### config.mk
export PLATFORM = sky130hd
export DESIGN_NAME = aespim_kex_ctrl
export DESIGN_NICKNAME = d
export VERILOG_FILES = /design/src/rtl/aespim_pkg.sv /design/src/rtl/aespim_kex_ctrl.sv
export SDC_FILE = /design/constraint.sdc
export NUM_CORES = 1
export LEC_CHECK = 0
export BUFFER_PORTS_ARGS = -buffer_cell sky130_fd_sc_hd__buf_2
export CORE_UTILIZATION = 54
export DETAILED_ROUTE_END_ITERATION = 7
export PLACE_DENSITY = 0.92
export SLEW_MARGIN = 20
export SYNTH_ARGS = -nofsm -noshare
export SYNTH_HDL_FRONTEND = slang
export SYNTH_SLANG_ARGS = --single-unit
export TNS_END_PERCENT = 10
### constraint.sdc
create_clock -name clk_i -period 4.3 [get_ports clk_i]
set_input_delay 0.86 -clock clk_i [delete_from_list [all_inputs] [get_ports clk_i]]
set_output_delay 0.86 -clock clk_i [all_outputs]
set_load 0.02 [all_outputs]
### src/rtl/aespim_pkg.sv
// aespim_pkg: shared definitions for the aespim key-expansion controller
//   aes_op_e     accelerator op-codes used by the controller
//   kex_state_e  controller FSM states
//   AES_KEY_W / AES_WORD_W  cipher key and word widths
package aespim_pkg;

    localparam int AES_KEY_W  = 128;
    localparam int AES_WORD_W = 32;

    typedef enum logic [4:0] {
        OP_LD       = 5'b00000,
        OP_KEX_INIT = 5'b00010,
        OP_KEX_NEXT = 5'b00011
    } aes_op_e;

    typedef enum logic [2:0] {
        ST_IDLE,
        ST_LOAD,
        ST_INIT,
        ST_STREAM,
        ST_DRAIN
    } kex_state_e;

endpackage

### src/rtl/aespim_kex_ctrl.sv
// aespim_kex_ctrl: sequences the aespim accelerator through an AES-128 key expansion
//   clk_i, rst_i                                   clock, synchronous active-high reset
//   key_valid_i, key_ready_o, key_i                cipher key request (ready only when idle)
//   rk_valid_o, rk_ready_i, rk_data_o,
//   rk_index_o, rk_last_o                          expanded word stream w4..w(4*NUM_ROUNDS+3)
//   busy_o                                         high whenever not idle
//   acc_start_o, acc_op_code_o, acc_data_o,
//   acc_data_i                                     accelerator command / result port
module aespim_kex_ctrl
    import aespim_pkg::*;
#(
    parameter int NUM_ROUNDS = 10
) (
    input  logic                  clk_i,
    input  logic                  rst_i,
    input  logic                  key_valid_i,
    output logic                  key_ready_o,
    input  logic [AES_KEY_W-1:0]  key_i,
    output logic                  rk_valid_o,
    input  logic                  rk_ready_i,
    output logic [AES_WORD_W-1:0] rk_data_o,
    output logic [5:0]            rk_index_o,
    output logic                  rk_last_o,
    output logic                  busy_o,
    output logic                  acc_start_o,
    output logic [4:0]            acc_op_code_o,
    output logic [AES_WORD_W-1:0] acc_data_o,
    input  logic [AES_WORD_W-1:0] acc_data_i
);

    localparam logic [5:0] LAST_IDX = 6'(4 * NUM_ROUNDS + 3);

    kex_state_e            state_q;
    logic [AES_KEY_W-1:0]  key_q;
    logic [1:0]            cnt_q;
    logic                  rk_valid_q;
    logic [AES_WORD_W-1:0] rk_data_q;
    logic [5:0]            rk_index_q;
    logic                  rk_last_q;
    logic                  cap;
    logic                  fin;
    logic [5:0]            nidx;
    logic [1:0]            wsel;

    assign key_ready_o = state_q == ST_IDLE;
    assign busy_o      = !key_ready_o;
    assign rk_valid_o  = rk_valid_q;
    assign rk_data_o   = rk_data_q;
    assign rk_index_o  = rk_index_q;
    assign rk_last_o   = rk_last_q;

    // While streaming a request is always outstanding, so a free (or freeing)
    // output slot is all that is needed to take the accelerator's word.
    assign cap  = state_q == ST_STREAM && (!rk_valid_q || rk_ready_i);
    assign nidx = rk_index_q == 6'd0 ? 6'd4 : rk_index_q + 6'd1;
    assign fin  = nidx == LAST_IDX;

    // The accelerator is loaded w3 first, then w0, w1, w2.
    assign wsel = cnt_q - 2'd1;

    // The next-word request must share the capture edge, hence these
    // outputs follow rk_ready_i combinationally while streaming.
    assign acc_start_o   = state_q == ST_LOAD || state_q == ST_INIT || (cap && !fin);
    assign acc_op_code_o = state_q == ST_INIT ? OP_KEX_INIT :
                           (state_q == ST_STREAM && acc_start_o) ? OP_KEX_NEXT : OP_LD;
    assign acc_data_o    = state_q == ST_LOAD ? key_q[{~wsel, 5'b0} +: AES_WORD_W] : '0;

    always_ff @(posedge clk_i) begin
        if (rst_i) begin
            state_q    <= ST_IDLE;
            key_q      <= '0;
            cnt_q      <= '0;
            rk_valid_q <= 1'b0;
            rk_data_q  <= '0;
            rk_index_q <= '0;
            rk_last_q  <= 1'b0;
        end else begin
            case (state_q)
                ST_IDLE: if (key_valid_i) begin
                    key_q   <= key_i;
                    cnt_q   <= '0;
                    state_q <= ST_LOAD;
                end
                ST_LOAD: begin
                    cnt_q <= cnt_q + 2'd1;
                    if (cnt_q == 2'd3) state_q <= ST_INIT;
                end
                ST_INIT: state_q <= ST_STREAM;
                ST_STREAM: if (cap) begin
                    rk_valid_q <= 1'b1;
                    rk_data_q  <= acc_data_i;
                    rk_index_q <= nidx;
                    rk_last_q  <= fin;
                    if (fin) state_q <= ST_DRAIN;
                end
                ST_DRAIN: if (rk_ready_i) begin
                    rk_valid_q <= 1'b0;
                    rk_index_q <= '0;
                    rk_last_q  <= 1'b0;
                    state_q    <= ST_IDLE;
                end
                default: state_q <= ST_IDLE;
            endcase
        end
    end

endmodule

# Word-level counts from Yosys, hierarchy flattened
# Index checks and enable logic that the tools add are counted.
# classes
add_sub_neg	3
eq_ne	11
n_shift	1
muxes	20
bitwise	1
reduce_logical	18
# ops
operator	count
indexed part select 128 x 8 -> 32 bit	1
two-way mux 32 bit	1
two-way mux 6 bit	3
two-way mux 3 bit	5
case mux 3 bit (5 select lines)	1
case mux 6 bit (2 select lines)	1
inequality test 2 bit, second input constant	4
adder 6 x 1 -> 6 bit, second input constant	1
== test 3 x 2 -> 1 bit, second input constant	2
== test 6 bit, second input constant	1
logical NOT 6 bit	1
two-way mux 2 bit	3
AND reduction 2 bit	3
AND reduction 5 bit	1
case mux 1 bit (2 select lines)	2
case mux 2 bit (2 select lines)	1
nonzero test 2 bit	2
== test 3 x 1 -> 1 bit, second input constant	1
== test 3 bit, second input constant	1
logical AND 1 bit	3
logical NOT 1 bit	3
logical NOT 3 bit	1
logical OR 1 bit	3
two-way mux 1 bit	3
6 further kinds	6
# totals
register_bits	173
out_inout_bits	80

# Logic depth before layout (Yosys ltp)
# depth
word_depth	9
ltp_mapped	7
depth_no_buf	6

# Least setup slack after synthesis
# No wires, ideal clock.
# synth_path
path_type	register -> output
from	register rk_index_q[0], in the netlist rk_index_o[0]
to	output port acc_op_code_o[1]
arrival_ns	1.869
required_ns	3.440
path_slack_ns	1.571
stages_incl_launch_ff	7
path_cell_list	dfxtp_1 -> inv_1 -> ha_1 -> or3b_1 -> a2bb2oi_2 -> o31ai_1 -> a211oi_1
# synth_via
elab_chain_cells	9
word_cells_on_any_way	10
cone_classes	add/sub (1); eq/ne (1); mux (3); reduce/logical (5)
# synth_lines
item	line_no	text
from (decl)	aespim_kex_ctrl.sv:38	logic [5:0] rk_index_q;
from (signal assigned)	aespim_kex_ctrl.sv:92	rk_index_q <= nidx;
adder 6 x 1 -> 6 bit or logical NOT 6 bit (tied branches)	aespim_kex_ctrl.sv:55	assign nidx = rk_index_q == 6'd0 ? 6'd4 : rk_index_q + 6'd1;
two-way mux 6 bit (*)	aespim_kex_ctrl.sv:55	
== test 6 bit (*)	aespim_kex_ctrl.sv:56	assign fin = nidx == LAST_IDX;
logical NOT 1 bit (*)	aespim_kex_ctrl.sv:63	assign acc_start_o = state_q == ST_LOAD || state_q == ST_INIT || (cap && !fin);
logical AND 1 bit (*)	aespim_kex_ctrl.sv:63	
logical OR 1 bit (*)	aespim_kex_ctrl.sv:63	
logical AND 1 bit (*)	aespim_kex_ctrl.sv:65	(state_q == ST_STREAM && acc_start_o) ? OP_KEX_NEXT : OP_LD;
two-way mux 2 bit (*)	aespim_kex_ctrl.sv:65	
two-way mux 2 bit (*)	aespim_kex_ctrl.sv:64	assign acc_op_code_o = state_q == ST_INIT ? OP_KEX_INIT :
to (decl)	aespim_kex_ctrl.sv:26	output logic [4:0] acc_op_code_o,
# Mark *: on every way between the ends. The rest lies on a longest branch, timed or not.

# Final worst setup path
# layout_path
from	register cnt_q[1]
to	output port acc_data_o[10]
# layout_via
elab_chain_cells	4
# layout_lines
item	line_no	text
from (decl)	aespim_kex_ctrl.sv:35	logic [1:0] cnt_q;
from (signal assigned)	aespim_kex_ctrl.sv:85	cnt_q <= cnt_q + 2'd1;
subtractor 2 x 1 -> 2 bit	aespim_kex_ctrl.sv:59	assign wsel = cnt_q - 2'd1;
NOT 2 bit	aespim_kex_ctrl.sv:66	assign acc_data_o = state_q == ST_LOAD ? key_q[{~wsel, 5'b0} +: AES_WORD_W] : '0;
indexed part select 128 x 8 -> 32 bit	aespim_kex_ctrl.sv:66	
two-way mux 32 bit	aespim_kex_ctrl.sv:66	
to (decl)	aespim_kex_ctrl.sv:27	output logic [AES_WORD_W-1:0] acc_data_o,
# Every way passes these cells.

==> impl_metrics.csv <==
group,metric,value,unit
job,cap_viol_max_count,0,
power,share_comb_of_total_power,0.157,
placement,postPlaceCellArea,0.00844,mm²
die,row_count,41,
worst_setup_path,timing.critical_path.slowest_cell_delay,750,ps
die,die_x,118,µm
worst_setup_path,worstReg2RegEnd,"cnt_q[0]$_SDFFE_PP0P_",
yosys,synth-seq-cells,173,
clock_network,clk_pin_slew_worst_paths,60,ps
sta,final_min_period_over_clock_period,0.780,
yosys,synthFlopType,"dfxtp_1",
run_status,outcome,"finished, final reports clean",
hold_path,hold_path.startpoint,"rk_data_o[18]$_SDFFE_PP0P_",
placement,place_ws,1380,ps
power,total_internal_power,2.96,mW
sta,worstMarginPinSlew,1030,ps
hold_path,holdPathStages,2,
grt,first_global_vias,6659,
grt,grt.total_usage,0.277,
yosys,synth_edf_count,0,
finish,final_layout_size_suffix_gt1_frac,0.296,
yosys,seq_area_frac_synth,0.478,
clock_network,post_cts_buffers,0,
yosys,most_common_cell_in_the_netlist,"nand2_1",
die,core_region_area,0.0128,mm²
route,drt-pass1-iter-count,5,
route,viasPerCell,5.37,
finish,final_design_instance_area_without_fill,0.00908,mm²
worst_setup_path,path_type_of_the_worst_setup_path,"reg -> out",
sta,timing.setup.tns,0,ps
route,count_of_routing_violations_after_the_opening_detailed_route_iteration,546,
route,detail_route.wl_per_cell,15.0,µm
power,pwr_density_cell,448,mW/mm²
grt,grt_overflow_total,0,
worst_setup_path,worst_path_slowest_cell,"ha_2",
power,seq_power_share,0.437,
yosys,postSynth.asyncResetShare,0,
yosys,synth_top_cells_by_count,"nand2_1 (327), dfxtp_1 (173), a21oi_1 (168)",
yosys,post_synth_fa_ha_maj_area_fraction,0.00691,
sta,clock.fmax,298,MHz
yosys,synth.avg_cell_area,8.30,µm²
power,power.ir.vdd_worst,0.000334,V
clock_network,clkLatencyLatePin,430,ps
yosys,ys.warnings.count,0,
route,drc,0,
worst_setup_path,critPathArrivalTime,2490,ps
yosys,synth_simple_gate_area_share,0.220,
sta,post-route-min-period,3350,ps
sta,number_of_hold_violations_in_the_final_report,0,
die,die_h,118,µm
grt,grt_max_degree,105,
worst_setup_path,depth_of_the_worst_register_to_register_path,5,
yosys,syn_area,0.00724,mm²
yosys,synthCells,873,
route,vias,6756,
power,p_sw_frac,0.272,
placement,gpl.final_weighted_congestion,0.800,
route,postRouteAntennaNets,0,
clock_network,htree_levels,4,
worst_setup_path,cp_cell_sequence,"ha_2 > buf_4 > mux4_2 > nor2b_1 > buf_2",
sta,hold_slack,449,ps
sta,fin_ws,945,ps
worst_setup_path,timing.critical_path.from_type,"flip-flop",
clock_network,clk_root_buffer_cell,"clkbuf_16",
grt,grt_first_pass_wirelength,30800,µm
yosys,share_of_yosys_cell_area_claimed_by_the_top_area_cell_type,0.478,
sta,largest_clock_skew_in_the_final_design,14.9,ps
yosys,synth_area_leader_cell,"dfxtp_1",
die,initial_utilization,0.565,
die,die_area,0.0139,mm²
grt,grt_antenna_before_repair,2,
clock_network,cts_num_sinks,173,
clock_network,postCtsHoldBufs,0,
clock_network,clock_tree_from_tritoncts,"done",
hold_path,timing.hold.worst.class,"reg -> reg",
worst_setup_path,timing.critical_path.to_type,"output pin",
clock_network,post_cts.resized_instances,0,
yosys,main_combinational_cell_family_by_area_after_synthesis,"simple AND/OR/NAND/NOR gates",
sta,report.final.setup_viol,0,
placement,dpl.hpwl,12500,µm
yosys,ys_types,44,
finish,area.growth.synth_to_final,25.3,%
yosys,synthMuxAreaShare,0.102,
worst_setup_path,cp_data_required_time,3440,ps
hold_path,worst_hold_path.endpoint,"rk_data_o[18]$_SDFFE_PP0P_",
die,io_pins,244,
yosys,synth.area.top_cells,"dfxtp_1 (48%), nand2_1 (17%), a21oi_1 (12%)",
sta,rsz0062_at_grt,"no",
route,routed_wl,18900,µm
sta,normalized_max_slew_margin,0.316,
power,p_switching,1.11,mW
yosys,area_fraction_in_compound_gates_after_synthesis,0.140,
clock_network,clockBufferDepth,2,
finish,finalNetCount,1239,
clock_network,cts-buffers-inserted,17,
sta,number_of_max_slew_violations_in_the_final_report,0,
power,standby_leakage_power,3.80,nW
yosys,synthXorXnorAreaFrac,0.00242,
worst_setup_path,worst-path-max-fanout,22,
worst_setup_path,ff2ff_setup_slack,1940,ps
worst_setup_path,worst_reg2reg_startpoint,"state_q[2]$_SDFFE_PP0P_",
power,clock_power_share,0.406,
placement,io_buffer_count,240,
[power by group through the flow]
stage | registers, mW | logic, mW | clock network (mW)
after CTS | 1.78 | 0.638 | 1.67
after global routing | 1.79 | 0.702 | 1.75
final | 1.78 | 0.637 | 1.65
after floorplan | 1.79 | 0.453 | 0
after detailed placement | 1.81 | 0.634 | 0
after global placement | 1.80 | 0.618 | 0
[state kept, by name, summed over array words and instances (netlist names)]
register    count
state_q         3
key_q         128
rk_index_o      6
cnt_q           2
rk_valid_o      1
rk_last_o       1
rk_data_o      32
[placed cells by master, fill, tap and decap left out, drive strengths merged, types with 2 or more instances in the layout]
| cell type | netlist | final |
|---|---|---|
| nand2 | 327 | 327 |
| buf | 44 | 251 |
| dfxtp | 173 | 173 |
| a21oi | 168 | 168 |
| mux4 | 32 | 32 |
| nor2b | 32 | 32 |
| clkbuf | 30 | 17 |
| inv | 7 | 13 |
| nand3 | 8 | 8 |
| nor2 | 6 | 6 |
| o21ai | 4 | 4 |
| bufinv | 0 | 4 |
| ha | 4 | 4 |
| a211oi | 3 | 3 |
| conb | 1 | 3 |
| nor3 | 3 | 3 |
| clkinv | 0 | 3 |
| diode | 0 | 2 |
| or3 | 2 | 2 |
| and2 | 2 | 2 |
| and3 | 2 | 2 |
| mux2i | 2 | 2 |
| a41oi | 2 | 2 |
| clkinvlp | 0 | 2 |
[per-stage QoR]
step                 util  total power [mW]  cells
global route        0.708              4.24   1258
global placement    0.658              2.42   1224
detailed placement  0.658              2.44   1224
floorplan               -              2.25    875
CTS                 0.707              4.09   1256
finish              0.708              4.07   1258
[worst max-delay path: cells and delay by family, from the launching register on]
family                   cells  cell delay (ps)
flip-flops                   1              310
buffers and inverters        2              540
adder cells (fa/ha/maj)      1              750
AND/OR/NAND/NOR              1              140
multiplexers                 1              320
[per-layer routing]
layer	vias to the layer above	GRT usage	wire (µm)
li1	3305	-	-
met4	0	0.131	549
met5	-	0	0
met3	46	0.0790	1250
met1	3135	0.320	7620
met2	270	0.473	9480
[cell type report]
class | instances | area [µm²]
fillers | 1007 | 3750
flip-flops and latches | 173 | 3460
multi-input cells | 621 | 3430
repair buffers | 251 | 1300
clock buffers | 17 | 425
well taps | 172 | 215
clock inverters | 15 | 209
inverters | 7 | 26.3
diodes | 2 | 5.00
[cells by family (layout without fill, tap and decap cells)]
kind of cell | Yosys count | in the layout
AND/OR/NAND/NOR | 388 | 388
AO/OA/AOI/OAI | 190 | 190
other | 1 | 5
buffers and inverters | 81 | 290
multiplexers | 34 | 34
adder cells (fa/ha/maj) | 4 | 4
XOR/XNOR | 2 | 2
flip-flops | 173 | 173
[worst max-delay path by stage]
stage | from | to | cells after the start
2_1_floorplan | rk_index_o[0]$_SDFFE_PP0P_ | acc_op_code_o[1] | 6
3_3_place_gp | cnt_q[1]$_SDFFE_PP0P_ | acc_data_o[13] | 5
3_5_place_dp | cnt_q[1]$_SDFFE_PP0P_ | acc_data_o[13] | 5
4_1_cts | cnt_q[1]$_SDFFE_PP0P_ | acc_data_o[13] | 5
5_1_grt | cnt_q[1]$_SDFFE_PP0P_ | acc_data_o[13] | 5
6_report | cnt_q[1]$_SDFFE_PP0P_ | acc_data_o[10] | 5
Power figures use the tool's default switching activity.
